### config.mk
export PLATFORM = sky130hd
export DESIGN_NAME = sort_sched_ctrl
export DESIGN_NICKNAME = d
export VERILOG_FILES = /design/src/rtl/sort_sched_ctrl.sv
export SDC_FILE = /design/constraint.sdc
export NUM_CORES = 1
export LEC_CHECK = 0
export BUFFER_PORTS_ARGS = -buffer_cell sky130_fd_sc_hd__buf_2
export CORE_MARGIN = 2
export CORE_UTILIZATION = 37
export DETAILED_ROUTE_END_ITERATION = 8
export GPL_TIMING_DRIVEN = 0
export REMOVE_ABC_BUFFERS = 1
export SLEW_MARGIN = 20
export SYNTH_ARGS = -nofsm -noshare
export SYNTH_HDL_FRONTEND = slang
export SYNTH_SLANG_ARGS = --single-unit
### constraint.sdc
create_clock -name i_clk -period 3.9 [get_ports i_clk]
set_clock_uncertainty 0.05 [all_clocks]
set_input_delay 0.195 -clock i_clk [delete_from_list [all_inputs] [get_ports i_clk]]
set_output_delay 0.195 -clock i_clk [all_outputs]
set_load 0.02 [all_outputs]
### src/rtl/sort_sched_ctrl.sv
// sort_sched_ctrl
// ---------------------------------------------------------------------------
// Sequencing controller for an in-place selection sort. A single FSM walks
// the outer index i and the inner index j, issues reads to a
// synchronous-read element RAM, tracks the running minimum of each inner
// pass, and writes back the swapped pair when that minimum is not already
// at position i. All RAM traffic originates here.
//
// Ports
//   i_clk        : clock, rising edge
//   i_rst        : synchronous reset, active-high
//   i_start      : start request, sampled only in IDLE
//   i_num_elems  : element count n, latched when a start is accepted
//   o_rd_en      : RAM read strobe (RD_I / RD_J)
//   o_rd_addr    : RAM read address, holds its last value when idle
//   i_rd_data    : RAM read data, valid the cycle after o_rd_en
//   o_wr_en      : RAM write strobe (SWAP_A / SWAP_B)
//   o_wr_addr    : RAM write address, holds its last value when idle
//   o_wr_data    : RAM write data, holds its last value when idle
//   o_value_i    : current outer index
//   o_value_j    : current inner index
//   o_busy       : high in every state except IDLE
//   o_done       : one-cycle pulse when the sort completes
// ---------------------------------------------------------------------------
module sort_sched_ctrl #(
    parameter int SIZE_ADDR = 8,
    parameter int SIZE_DATA = 32
) (
    input  logic                 i_clk,
    input  logic                 i_rst,
    input  logic                 i_start,
    input  logic [SIZE_ADDR-1:0] i_num_elems,
    output logic                 o_rd_en,
    output logic [SIZE_ADDR-1:0] o_rd_addr,
    input  logic [SIZE_DATA-1:0] i_rd_data,
    output logic                 o_wr_en,
    output logic [SIZE_ADDR-1:0] o_wr_addr,
    output logic [SIZE_DATA-1:0] o_wr_data,
    output logic [SIZE_ADDR-1:0] o_value_i,
    output logic [SIZE_ADDR-1:0] o_value_j,
    output logic                 o_busy,
    output logic                 o_done
);

    typedef enum logic [2:0] {
        IDLE,
        RD_I,
        LD_MIN,
        RD_J,
        CMP,
        SWAP_A,
        SWAP_B,
        DONE
    } state_t;

    localparam logic [SIZE_ADDR-1:0] ONE = SIZE_ADDR'(1);

    state_t state_q, state_d;

    logic [SIZE_ADDR-1:0] n_q,       n_d;
    logic [SIZE_ADDR-1:0] i_q,       i_d;
    logic [SIZE_ADDR-1:0] j_q,       j_d;
    logic [SIZE_ADDR-1:0] min_idx_q, min_idx_d;
    logic [SIZE_ADDR-1:0] rd_addr_q, rd_addr_d;
    logic [SIZE_ADDR-1:0] wr_addr_q, wr_addr_d;
    logic [SIZE_DATA-1:0] min_val_q, min_val_d;
    logic [SIZE_DATA-1:0] cur_val_q, cur_val_d;
    logic [SIZE_DATA-1:0] wr_data_q, wr_data_d;

    logic [SIZE_ADDR-1:0] n_m1;
    logic [SIZE_ADDR-1:0] i_p1;
    logic [SIZE_ADDR-1:0] j_p1;
    logic                 last_pass;
    logic                 cmp_lt;
    logic [SIZE_DATA-1:0] cmp_min_val;
    logic [SIZE_ADDR-1:0] cmp_min_idx;

    assign n_m1      = n_q - ONE;
    assign i_p1      = i_q + ONE;
    assign j_p1      = j_q + ONE;
    // The final outer pass is i = n-2; after it the last element is in place.
    assign last_pass = (i_p1 == n_m1);

    // Strict compare: an equal element never displaces the current minimum,
    // which keeps equal runs from generating useless swaps.
    assign cmp_lt      = (i_rd_data < min_val_q);
    assign cmp_min_val = cmp_lt ? i_rd_data : min_val_q;
    assign cmp_min_idx = cmp_lt ? j_q       : min_idx_q;

    always_comb begin
        state_d   = state_q;
        n_d       = n_q;
        i_d       = i_q;
        j_d       = j_q;
        min_idx_d = min_idx_q;
        min_val_d = min_val_q;
        cur_val_d = cur_val_q;
        rd_addr_d = rd_addr_q;
        wr_addr_d = wr_addr_q;
        wr_data_d = wr_data_q;

        case (state_q)
            IDLE: begin
                if (i_start) begin
                    n_d = i_num_elems;
                    if (i_num_elems <= ONE) begin
                        state_d = DONE;
                    end else begin
                        i_d       = '0;
                        rd_addr_d = '0;
                        state_d   = RD_I;
                    end
                end
            end
            RD_I: begin
                state_d = LD_MIN;
            end
            LD_MIN: begin
                cur_val_d = i_rd_data;
                min_val_d = i_rd_data;
                min_idx_d = i_q;
                j_d       = i_p1;
                rd_addr_d = i_p1;
                state_d   = RD_J;
            end
            RD_J: begin
                state_d = CMP;
            end
            CMP: begin
                min_val_d = cmp_min_val;
                min_idx_d = cmp_min_idx;
                if (j_q < n_m1) begin
                    j_d       = j_p1;
                    rd_addr_d = j_p1;
                    state_d   = RD_J;
                end else if (cmp_min_idx != i_q) begin
                    wr_addr_d = i_q;
                    wr_data_d = cmp_min_val;
                    state_d   = SWAP_A;
                end else if (last_pass) begin
                    state_d = DONE;
                end else begin
                    i_d       = i_p1;
                    rd_addr_d = i_p1;
                    state_d   = RD_I;
                end
            end
            SWAP_A: begin
                // The old element at i goes to where the minimum was found.
                wr_addr_d = min_idx_q;
                wr_data_d = cur_val_q;
                state_d   = SWAP_B;
            end
            SWAP_B: begin
                if (last_pass) begin
                    state_d = DONE;
                end else begin
                    i_d       = i_p1;
                    rd_addr_d = i_p1;
                    state_d   = RD_I;
                end
            end
            DONE: begin
                state_d = IDLE;
            end
            default: begin
                state_d = IDLE;
            end
        endcase
    end

    always_ff @(posedge i_clk) begin
        if (i_rst) begin
            state_q   <= IDLE;
            n_q       <= '0;
            i_q       <= '0;
            j_q       <= '0;
            min_idx_q <= '0;
            min_val_q <= '0;
            cur_val_q <= '0;
            rd_addr_q <= '0;
            wr_addr_q <= '0;
            wr_data_q <= '0;
        end else begin
            state_q   <= state_d;
            n_q       <= n_d;
            i_q       <= i_d;
            j_q       <= j_d;
            min_idx_q <= min_idx_d;
            min_val_q <= min_val_d;
            cur_val_q <= cur_val_d;
            rd_addr_q <= rd_addr_d;
            wr_addr_q <= wr_addr_d;
            wr_data_q <= wr_data_d;
        end
    end

    // Strobes decode straight from the state register, so they can never
    // overlap and drop to zero on the cycle right after a reset.
    assign o_rd_en   = (state_q == RD_I) || (state_q == RD_J);
    assign o_wr_en   = (state_q == SWAP_A) || (state_q == SWAP_B);
    assign o_rd_addr = rd_addr_q;
    assign o_wr_addr = wr_addr_q;
    assign o_wr_data = wr_data_q;
    assign o_value_i = i_q;
    assign o_value_j = j_q;
    assign o_busy    = (state_q != IDLE);
    assign o_done    = (state_q == DONE);

endmodule

Word-level counts from Yosys, hierarchy flattened
Cells that the tools add are included.

storage, ports and cells
  bits in registers = 147
  logic and storage cells = 73

cells by class
  order comparisons = 3
  add/subtract/negate cells = 3
  reductions and logical operators = 13
  muxes and demuxes = 28
  eq/ne operators = 16

operators with widths
  operator             count
  $pmux 32 s2          2
  $mux 32              3
  $mux 8               12
  $pmux 8 s2           3
  $lt 32x32->1         1
  $pmux 8 s4           1
  $pmux 3 s8           1
  $pmux 8 s3           1
  $add 8x1->8 const B  2
  $mux 3               5
  $eq 3x3->1 const B   4
  $ne 2x2->1 const B   6
  $eq 8x8->1           1
  $le 8x1->1 const B   1
  $lt 8x8->1           1
  $ne 8x8->1           1
  $sub 8x1->8 const B  1
  $eq 3x2->1 const B   2
  $reduce_bool 3->1    2
  $reduce_and 5->1     1
  $reduce_and 2->1     2
  $reduce_and 4->1     1
  $reduce_bool 2->1    2
  $reduce_bool 4->1    1
  other kinds (5)      6

Logic depth before layout (Yosys ltp)
Gate-level depths: netlist of the first run.

  depth in word-level cells = 6
  depth in mapped cells = 16

Worst setup path after synthesis of the first run
Ideal clock, no wire load.

  path kind = register -> register
  from = register n_q[0]
  to = register i_q[0], in the netlist o_value_i[0]
  cell stages (with the launch flop) = 16
  data required time = 3.729 ns
  period minus slack after synthesis = 3.464 ns
  data arrival time = 3.293 ns
  setup slack = 0.436 ns
  path through = dfxtp_1 clkbuf_1 inv_1 ha_1 nor3b_1 xnor2_1 ha_1 a21oi_1 o21ai_0 o31ai_1 nand3_1 nand2_1 o21ai_0 nand3_1 o21ai_2 mux2_2

on the way
  longest elaborated chain between the ends = 6
  elaborated cells between the ends (all ways) = 9
  classes of those cells = add/sub: 1; order compare: 1; eq/ne: 2; mux: 4; reduce/logical: 1

RTL lines
  element                                             RTL line  text
  start: declaration                                  60        logic [SIZE_ADDR-1:0] n_q, n_d;
  start signal: assignment                            186       n_q <= n_d;
  $sub 8x1->8 *                                       78        assign n_m1 = n_q - ONE;
  branches (longest 5 deep; another with $lt 8x8->1)  -
  end signal: assignment                              187       i_q <= i_d;
  end: declaration                                    61        logic [SIZE_ADDR-1:0] i_q, i_d;

Mark *: on every way between the ends. The select of a mux whose other input is x is not followed.
A chain may end at the register's enable or synchronous reset.

Worst setup path after layout of the first run
  from = register n_q[0]
  to = register i_q[5], in the netlist o_value_i[5]

Same word-level chain as after synthesis.

==> reports/qor.yml, run 1 <==
run_status:
  status: "finished, final reports clean"
synth:
  ys_types: 61
  synth_flop_cell: "dfxtp_1"
  yosysWarningCount: 0
  synth_top_cell_area_share: 0.339
  ys_seq_area_frac: 0.339
  synth.area.top_cells: "dfxtp_1 (34%), nand2_1 (9.3%), a21oi_1 (8.1%)"
  synth_edf_count: 0
  netlist_instances: 1110
  synthArstFlopShare: 0
  yosysTopAreaCell: "dfxtp_1"
  syn_area_per_cell_um2: 7.83
  synth_common_cells: "nand2_1 (216), dfxtp_1 (147), a21oi_1 (140), clkbuf_1 (71), nor2_1 (61)"
  synth_seq_cells: 147
  post-synth-top-count-cell: "nand2_1"
  syn_area_um2: 8690
critical_path:
  required_ps: 4180
  critPathMaxFanout: 9
  path_buf_inv: 2
  startpoint_type: "register"
  worst_path_most_repeated_cell: "ha_1"
  path_cells: "inv_1, ha_1, nor3b_1, xnor2_1, ha_1, a21oi_1, o21ai_0, o31ai_1, nand3_2, nand2_2, o21ai_2, nand3_1, o21ai_4, buf_4, a31o_2"
  slowest_stage: "dfxtp_1"
  worstSetupPathType: "register to register"
  cpLargestDelayFamily: "compound AO/OA/AOI/OAI gates"
  end_kind: "register"
  worstPathArrival_ps: 4030
  critical_path.max_stage_delay_ps: 500
final_layout:
  drive_above_1_share: 0.189
  syn_to_final_growth_pct: 27.1
  n_antenna_cell: 0
  nets: 1315
  post-route-util: 0.475
route:
  wl_met3_um: 1700
  drt_iter0_markers: 573
  top_layer: "met4"
  routed_wirelength_um: 28400
  routed-wl-met2_um: 13900
  via_per_inst: 5.50
  vias: 8593
  dr.pass1.iters: 5
  antenna_left: 0
  wire_per_inst_um: 18.2
  wl_met1_um: 12400
  drc: 0
grt:
  grt_pass1_wl_um: 44300
  antenna_found_initial: 0
  grt_max_degree: 79
  first_global_vias: 8301
  grt-ovfl-total: 0
  grtUsageTotal: 0.227
timing:
  fmax_ghz: 0.266
  slew_viol_final: 0
  fin_crit_sh: 0.963
  hold_viol: 0
  tightestPinTransition_ps: 910
  relSlewSlack: 0.389
  min_period_ps: 3750
  rsz0062_at_grt: "true"
  setup_viol: 0
  fin_ws_ps: 146
power:
  p_per_area_nw_per_um2: 360
  p_comb_frac: 0.163
  intPower_mw: 2.85
  power.share.sequential: 0.398
  p_leak_nw: 4.37
  switchingPower_mw: 1.13
  switching_share: 0.284
  clockPowerShare: 0.439
  peakVddDrop_mv: 0.256
clocking:
  cts_buffers: 17
  clockBufferDepth: 2
  clkSinkCount: 147
  h-tree-depth: 4
  clk_latency_ps: 430
  cts_root_buffer: "clkbuf_16"
  tritoncts: "yes"
  clk_pin_slew_ps: 70
floorplan:
  die-width_um: 157
  die_h_um: 157
  io_pins: 111
  num_rows: 56
  core_um2: 23300
  initial_core_util: 0.374
  die_area_um2: 24700
hold_path:
  hold_path_class: "input pin to register"
placement:
  portBuffers: 110
  dp_slack_ps: -689
  hpwl_um: 16700
  place.gp.congestion: 0.853
job:
  maxCapViolCount: 0
-- metal layers --
| metal | vias to the layer above | GRT usage |
|---|---|---|
| met5 | - | 0 |
| met4 | 0 | 0.0675 |
| met3 | 29 | 0.0394 |
| met2 | 261 | 0.391 |
| met1 | 4113 | 0.289 |
| li1 | 4190 | - |
-- worst reg2reg max path, cell delays in order (launching register included) --
cell and delay, ps:
dfxtp_1 500, inv_1 90, ha_1 250, nor3b_1 160, xnor2_1 270, ha_1 310, a21oi_1 170, o21ai_0 110
o31ai_1 370, nand3_2 300, nand2_2 290, o21ai_2 160, nand3_1 160, o21ai_4 100, buf_4 170, a31o_2 220
-- power by group through the flow --
stage | combinational [mW] | sequential (mW) | clock [mW]
after floorplan | 0.333 | 1.60 | 0
after global placement | 0.495 | 1.61 | 0
after detailed placement | 0.542 | 1.62 | 0
after CTS | 0.621 | 1.58 | 1.78
after global routing | 0.708 | 1.59 | 1.83
final | 0.649 | 1.58 | 1.75
-- layout by cell type (no fill, tap or decap), drive strengths merged, types with 8 or more instances in the layout --
cell type	count
nand2	216
inv	49
nor2b	14
dlygate4sd3	40
dfxtp	147
nand3	16
o211ai	34
xnor2	20
nand2b	23
o221a	8
nor3	11
buf	141
a21oi	141
xor2	13
clkbuf	19
and3	42
nor2	61
a2111oi	32
ha	41
mux2i	56
o21ai	23
-- path summary, 6_finish.rpt --
| kind | depth (start not counted) | start | endpoint | slack [ps] |
|---|---|---|---|---|
| worst max register to register | 15 | n_q[0]$_SDFFE_PP0P_ | o_value_i[5]$_SDFFE_PP0P_ | 150 |
| worst min register to register | 2 | min_val_q[9]$_SDFFE_PP0P_ | min_val_q[9]$_SDFFE_PP0P_ | 400 |
| worst max-delay path | 15 | n_q[0]$_SDFFE_PP0P_ | o_value_i[5]$_SDFFE_PP0P_ | 150 |
| worst min-delay path | 5 | i_rd_data[5] | o_wr_data[5]$_SDFFE_PP0P_ | 170 |
-- state kept, by name, indices dropped and copies added (netlist names) --
register,cells
o_wr_data,32
o_value_j,8
o_wr_addr,8
cur_val_q,32
min_val_q,32
min_idx_q,8
n_q,8
o_value_i,8
o_rd_addr,8
state_q,3
-- timing repair --
action                     in CTS  in global routing
pin swaps                       4                  2
gates cloned                    4                  3
resized for setup              17                 29
setup endpoints to repair      58                 58
hold buffers                   40                  0
hold endpoints to repair       70                  0
buffers inserted                9                 10
-- layout make-up --
cell class | count | area (um^2)
Clock inverter | 14 | 176
Tap cell | 319 | 399
Clock buffer | 18 | 439
Fill cell | 2357 | 12200
Sequential cell | 147 | 2940
Multi-Input combinational cell | 839 | 5520
Inverter | 44 | 168
Timing Repair Buffer | 182 | 1400
-- metrics by stage --
step           TNS, ps  std cells  power (mW)  hold WS [ps]  area, um^2
6_report             0       1563        3.98           165       11000
5_1_grt          -51.5       1563        4.13           201       11000
4_1_cts          -23.7       1551        3.98           162       10900
3_5_place_dp    -30140       1466        2.16           394        9600
3_3_place_gp   -232820       1454        2.11           387        9290
2_1_floorplan   -40870       1025        1.94           214        8340
-- cell families (layout without fill, tap and decap cells) --
group	count (synthesis)	count (layout)	share of synthesized area
and+or+nand+nor	408	410	0.212
AOI/OAI and AO/OA	289	292	0.224
adders and majority gates	41	41	0.0590
DFF	147	147	0.339
muxes	63	63	0.0735
xor gates and xnor gates	33	33	0.0332
buffers and inverters	129	258	0.0593
Note: power is estimated with default switching activity, not from simulation.
==> run 2, diff against run 1 <==
CELL_PAD_IN_SITES_DETAIL_PLACEMENT = 0   (was not set)
CELL_PAD_IN_SITES_GLOBAL_PLACEMENT = 1   (was not set)
CTS_CLUSTER_SIZE = 20   (was not set)
PLACE_DENSITY_LB_ADDON = 0.1   (was not set)
==> run 2 against run 1 <==
Final cell count up 0.26%. Combinational power about the same. Sequential share of layout area down 0.15 points. Die area unchanged. Clock-buffer cell count up 1.
==> reports/qor.yml, run 2 (synthesis gave the netlist of run 1 again) <==
run_status:
  status: "finished, final reports clean"
critical_path:
  worstSetupPathType: "input pin to register"
  path_buf_inv: 5  # +3
  required_ps: 4170  # about the same
  worstPathArrival_ps: 4050  # +20 ps
  worst_path_most_repeated_cell: "buf_4"
  critPathMaxFanout: 20  # +11
  cpLargestDelayFamily: "compound AO/OA/AOI/OAI gates"
  slowest_stage: "dlygate4sd3_1"
  critical_path.max_stage_delay_ps: 520  # +20 ps
  end_kind: "register"
  path_cells: "dlygate4sd3_1, buf_2, ha_1, a21oi_1, o21ai_0, a221o_1, a2111o_1, a21oi_4, buf_16, mux2i_4, buf_4, o2111a_2, buf_4, and3_1, a2111oi_0"
  startpoint_type: "input pin"
clocking:
  clk_latency_ps: 440  # about the same
  cts_buffers: 17  # unchanged
  clk_pin_slew_ps: 60  # about the same
  h-tree-depth: 4  # unchanged
  clockBufferDepth: 2  # unchanged
  cts_root_buffer: "clkbuf_16"
  clkSinkCount: 147  # unchanged
  tritoncts: "yes"
power:
  p_total_mw: 3.93  # -1.1%
  p_leak_nw: 4.40  # +0.75%
  peakVddDrop_mv: 0.292  # +14%
  p_per_area_nw_per_um2: 354  # -1.7%
  switchingPower_mw: 1.11  # -1.3%
  p_comb_frac: 0.165  # +0.002
  intPower_mw: 2.82  # -1.1%
  clockPowerShare: 0.433  # -0.006
  power.share.sequential: 0.403  # +0.005
  switching_share: 0.283  # -0.000436
final_layout:
  syn_to_final_growth_pct: 27.9
  stdcell_count: 1567  # +0.26%
  nets: 1319  # +0.30%
  nFillCells: 2356  # -0.042%
  n_antenna_cell: 0  # unchanged
  final_common_cell: "nand2_1"
  drive_above_1_share: 0.192  # +0.00260
  final_cell_mix: "nand2_1 (214), dfxtp_1 (145), a21oi_1 (138)"
placement:
  hpwl_um: 17500  # +5.2%
  placed_cells: 1468  # +0.14%
  place.gp.congestion: 0.805  # -5.7%
  portBuffers: 110  # unchanged
route:
  dr.pass1.iters: 5  # unchanged
  wire_per_inst_um: 19.0  # +4.5%
  antenna_left: 0  # unchanged
  via_per_inst: 5.39  # -1.9%
  routed_wirelength_um: 29800  # +4.8%
  drt_iter0_markers: 500  # -13%
  vias: 8452  # -1.6%
  drc: 0  # unchanged
grt:
  grt_max_degree: 86  # +8.9%
  antenna_found_initial: 0  # unchanged
  grt_pass1_wl_um: 45800  # +3.3%
  grtUsageTotal: 0.239  # +0.0126
  grt-ovfl-total: 0  # unchanged
  first_global_vias: 8007  # -3.5%
floorplan:
  core_um2: 23300  # unchanged
  num_rows: 56  # unchanged
  die_h_um: 157  # unchanged
  die-width_um: 157  # unchanged
  io_pins: 111  # unchanged
  die_area_um2: 24700  # unchanged
  initial_core_util: 0.374  # unchanged
timing:
  relSlewSlack: 0.372  # -0.0166
  setup_viol: 0  # unchanged
  fin_crit_sh: 0.971  # +0.00853
  tightestPinTransition_ps: 941  # +30.9 ps
  fmax_ghz: 0.264  # -0.88%
  hold_viol: 0  # unchanged
  min_period_ps: 3790  # +33.3 ps
  slew_viol_final: 0  # unchanged
hold_path:
  hold_path_class: "input pin to register"
job:
  maxCapViolCount: 0  # unchanged
[run 2: changes by cell type in the layout (fill, tap and decap cells not counted), moves of 2 or more]
cell and delta:
inv_6 -3, a2111oi_0 +3, buf_6 -3, buf_16 +6, xnor2_2 +2, o2111a_2 +2, clkbuf_1 +2, xnor2_1 -2
a2111oi_2 -4, buf_4 +3, dfxtp_1 -2, dfxtp_2 +2, buf_12 -4
[run 2: area by class of cell]
class                      instances  area [um^2]  share of cell area
clock inverter                    13          160              0.0144
multi-input combinational        841         5550               0.499
inverter                          44          168              0.0151
tap                              319          399              0.0359
timing repair buffer             184         1470               0.132
sequential                       147         2950               0.265
clock buffer                      19          433              0.0389
[run 2: power groups by stage]
stage | Sequential [mW] | Combinational, mW | Clock (mW)
after floorplan | 1.60 | 0.333 | 0
after global placement | 1.62 | 0.514 | 0
after detailed placement | 1.62 | 0.564 | 0
after CTS | 1.58 | 0.637 | 1.74
after global routing | 1.59 | 0.717 | 1.80
final | 1.58 | 0.649 | 1.70
[run 2: final timing paths]
kind / startpoint / slack, ps / to / cells past startpoint
worst max-delay path: i_rd_data[17] / 110 / o_wr_data[29]$_SDFFE_PP0P_ / 15
worst min register to register: min_val_q[2]$_SDFFE_PP0P_ / 400 / min_val_q[2]$_SDFFE_PP0P_ / 2
worst min-delay path: i_rst / 150 / cur_val_q[22]$_SDFFE_PP0P_ / 2
worst max register to register: min_val_q[17]$_SDFFE_PP0P_ / 180 / o_wr_data[29]$_SDFFE_PP0P_ / 14
[run 2: worst reg2reg max path, stage by stage (launching register included)]
cell and delay (ps):
dfxtp_1 340, inv_1 60, ha_1 290, a21oi_1 150, o21ai_0 120, a221o_1 380, a2111o_1 460, a21oi_4 190
buf_16 220, mux2i_4 110, buf_4 200, o2111a_2 380, buf_4 190, and3_1 150, a2111oi_0 330
[run 2: metrics by stage]
step	TNS (ps)	util	setup slack, ps	instance area, um^2	hold slack (ps)
floorplan	-40870	-	-1010	8340	214
global placement	-282410	0.399	-3210	9290	388
detailed placement	-20900	0.416	-518	9670	393
CTS	0	0.468	2.04	10900	136
global route	-67.3	0.478	-21.8	11100	176
finish	0	0.478	113	11100	150
[run 2: timing repair]
action,CTS,global route
endpoints found under the setup margin,58,58
pin swaps,5,1
hold buffers,40,0
gates cloned,5,2
hold endpoints to repair,66,0
buffers inserted,7,13
gates resized for setup,17,30
[run 2: layer usage]
layer | vias to the layer above | part of all wire | track usage
met3 | 31 | 0.043 | 0.0413
met4 | 0 | 0.015 | 0.0688
met2 | 199 | 0.50 | 0.414
li1 | 4213 | - | -
met5 | - | 0 | 0
met1 | 4009 | 0.44 | 0.305
==> run 3, diff against run 2 <==
clock period = 4.1 ns   (was 3.9 ns; I/O delays follow)
==> run 3 against run 2 <==
Flip-flop and latch count is the same. Via count shrank 1.0%. Total power shrank 5.3%. Clock-buffer cell count is the same. Final cell count shrank 1.3%. Global-route usage shrank 0.85 points. First-iteration DRC count shrank 1.8%.
==> reports/qor.yml, run 3 (synthesis gave the netlist of run 1 again) <==
job:
  maxCapViolCount: 0  # unchanged
grt:
  antenna_found_initial: 0  # unchanged
  grt-ovfl-total: 0  # unchanged
  grt_max_degree: 86  # unchanged
  grtUsageTotal: 0.231  # -0.00854
  first_global_vias: 7906  # -1.3%
  grt_pass1_wl_um: 44400  # -2.9%
placement:
  portBuffers: 110  # unchanged
  dp_slack_ps: -318  # +200 ps
  postPlaceCellArea_um2: 9670  # unchanged
  hpwl_um: 17500  # unchanged
  place.gp.congestion: 0.805  # unchanged
timing:
  fin_ws_ps: 202  # +89.4 ps
  relSlewSlack: 0.404  # +0.0318
  tightestPinTransition_ps: 893  # -47.6 ps
  fmax_ghz: 0.257
  hold_viol: 0  # unchanged
  slew_viol_final: 0  # unchanged
  fin_crit_sh: 0.951
  min_period_ps: 3900
  setup_viol: 0  # unchanged
final_layout:
  final_common_cell: "nand2_1"
  final_cell_mix: "nand2_1 (214), dfxtp_1 (147), a21oi_1 (139)"
  syn_to_final_growth_pct: 24.6
  multiInputGateArea_um2: 5440  # -1.9%
  drive_above_1_share: 0.174  # -0.0171
  n_antenna_cell: 0  # unchanged
  nets: 1298  # -1.6%
  regArea_um2: 2940  # about the same
  design_area_um2: 10800  # -2.5%
  nFillCells: 2403  # +2.0%
  post-route-util: 0.466  # -0.0122
critical_path:
  end_kind: "register"
  startpoint_type: "register"
  worstSetupPathType: "register to register"
  critical_path.max_stage_delay_ps: 460  # -60 ps
  required_ps: 4370  # +200 ps
  critPathMaxFanout: 20  # unchanged
  path_cells: "inv_1, ha_1, a21oi_1, o21ai_0, a221o_1, a2111o_1, a21oi_4, buf_16, mux2i_4, o2111ai_2, o21ai_4, mux2_2"
  worstPathArrival_ps: 4160  # +110 ps
  slowest_stage: "a2111o_1"
floorplan:
  core_um2: 23300  # unchanged
  die-width_um: 157  # unchanged
  io_pins: 111  # unchanged
  die_area_um2: 24700  # unchanged
  initial_core_util: 0.374  # unchanged
  die_h_um: 157  # unchanged
  num_rows: 56  # unchanged
clocking:
  cts_buffers: 17  # unchanged
  cts_root_buffer: "clkbuf_16"
  clk_latency_ps: 430  # about the same
  clkSinkCount: 147  # unchanged
  h-tree-depth: 4  # unchanged
  clockBufferDepth: 2  # unchanged
  clk_pin_slew_ps: 60  # about the same
  tritoncts: "yes"
route:
  wire_per_inst_um: 18.9  # -0.71%
  via_per_inst: 5.41  # +0.30%
  dr.pass1.iters: 6  # +1
  vias: 8364  # -1.0%
  routed_wirelength_um: 29200  # -2.0%
  drt_iter0_markers: 491  # -1.8%
  drc: 0  # unchanged
  antenna_left: 0  # unchanged
run_status:
  status: "finished, final reports clean"
power:
  p_total_mw: 3.72  # -5.3%
  p_per_area_nw_per_um2: 344  # -2.8%
  peakVddDrop_mv: 0.282  # -3.6%
  p_leak_nw: 4.29  # -2.6%
hold_path:
  hold_path_class: "input pin to register"
run 3: power breakdown:
| part | internal [mW] | total (mW) | switching (mW) | leakage (nW) |
|---|---|---|---|---|
| combinational | 0.248 | 0.601 | 0.352 | 2.81 |
| sequential | 1.47 | 1.51 | 0.0374 | 1.19 |
| clock | 0.957 | 1.62 | 0.661 | 0.287 |
| total | 2.67 | 3.72 | 1.05 | 4.29 |
run 3: metrics by stage:
step | hold slack, ps | instances | TNS (ps)
after floorplan | 224 | 1025 | -27080
after global placement | 388 | 1454 | -254870
after detailed placement | 393 | 1468 | -9300
after CTS | 0.0233 | 1536 | 0
after global routing | 8.95 | 1546 | -4.18
final | 11.2 | 1546 | 0
run 3: path summary, 6_finish.rpt:
path / cells after the start / endpoint / startpoint / slack, ps
worst max-delay path: 12 / o_value_i[0]$_SDFFE_PP0P_ / min_val_q[19]$_SDFFE_PP0P_ / 200
worst min-delay path: 3 / min_val_q[19]$_SDFFE_PP0P_ / i_rd_data[19] / 10
worst max register to register: 12 / o_value_i[0]$_SDFFE_PP0P_ / min_val_q[19]$_SDFFE_PP0P_ / 200
worst min register to register: 2 / min_val_q[20]$_SDFFE_PP0P_ / min_val_q[20]$_SDFFE_PP0P_ / 400
run 3: what timing repair did:
action,in CTS,in global routing
hold endpoints to repair,50,0
gates cloned,2,3
resized for setup,10,11
setup buffers,1,7
pin swaps,2,5
setup endpoints to repair,58,58
hold buffers,33,0
run 3: area by class of cell:
cell class,count,share of cell area
sequential,147,0.272
timing repair buffer,165,0.119
multi-input combinational,839,0.502
tap,319,0.0368
clock buffer,19,0.0400
inverter,44,0.0154
clock inverter,13,0.0148
run 3: worst max-delay path: cells and delay by family (launching register included):
family / cells / cell delay (ps)
AOI/OAI and AO/OA: 7 / 2020
muxes: 2 / 780
DFF: 1 / 330
buffers and inverters: 2 / 280
adders and majority gates: 1 / 280
run 3: metal layers:
layer / track usage / vias up / wire, um
met4: 0.0684 / 0 / 375
met5: 0 / - / 0
li1: - / 4166 / -
met3: 0.0388 / 29 / 1190
met1: 0.297 / 3992 / 13300
met2: 0.396 / 177 / 14300
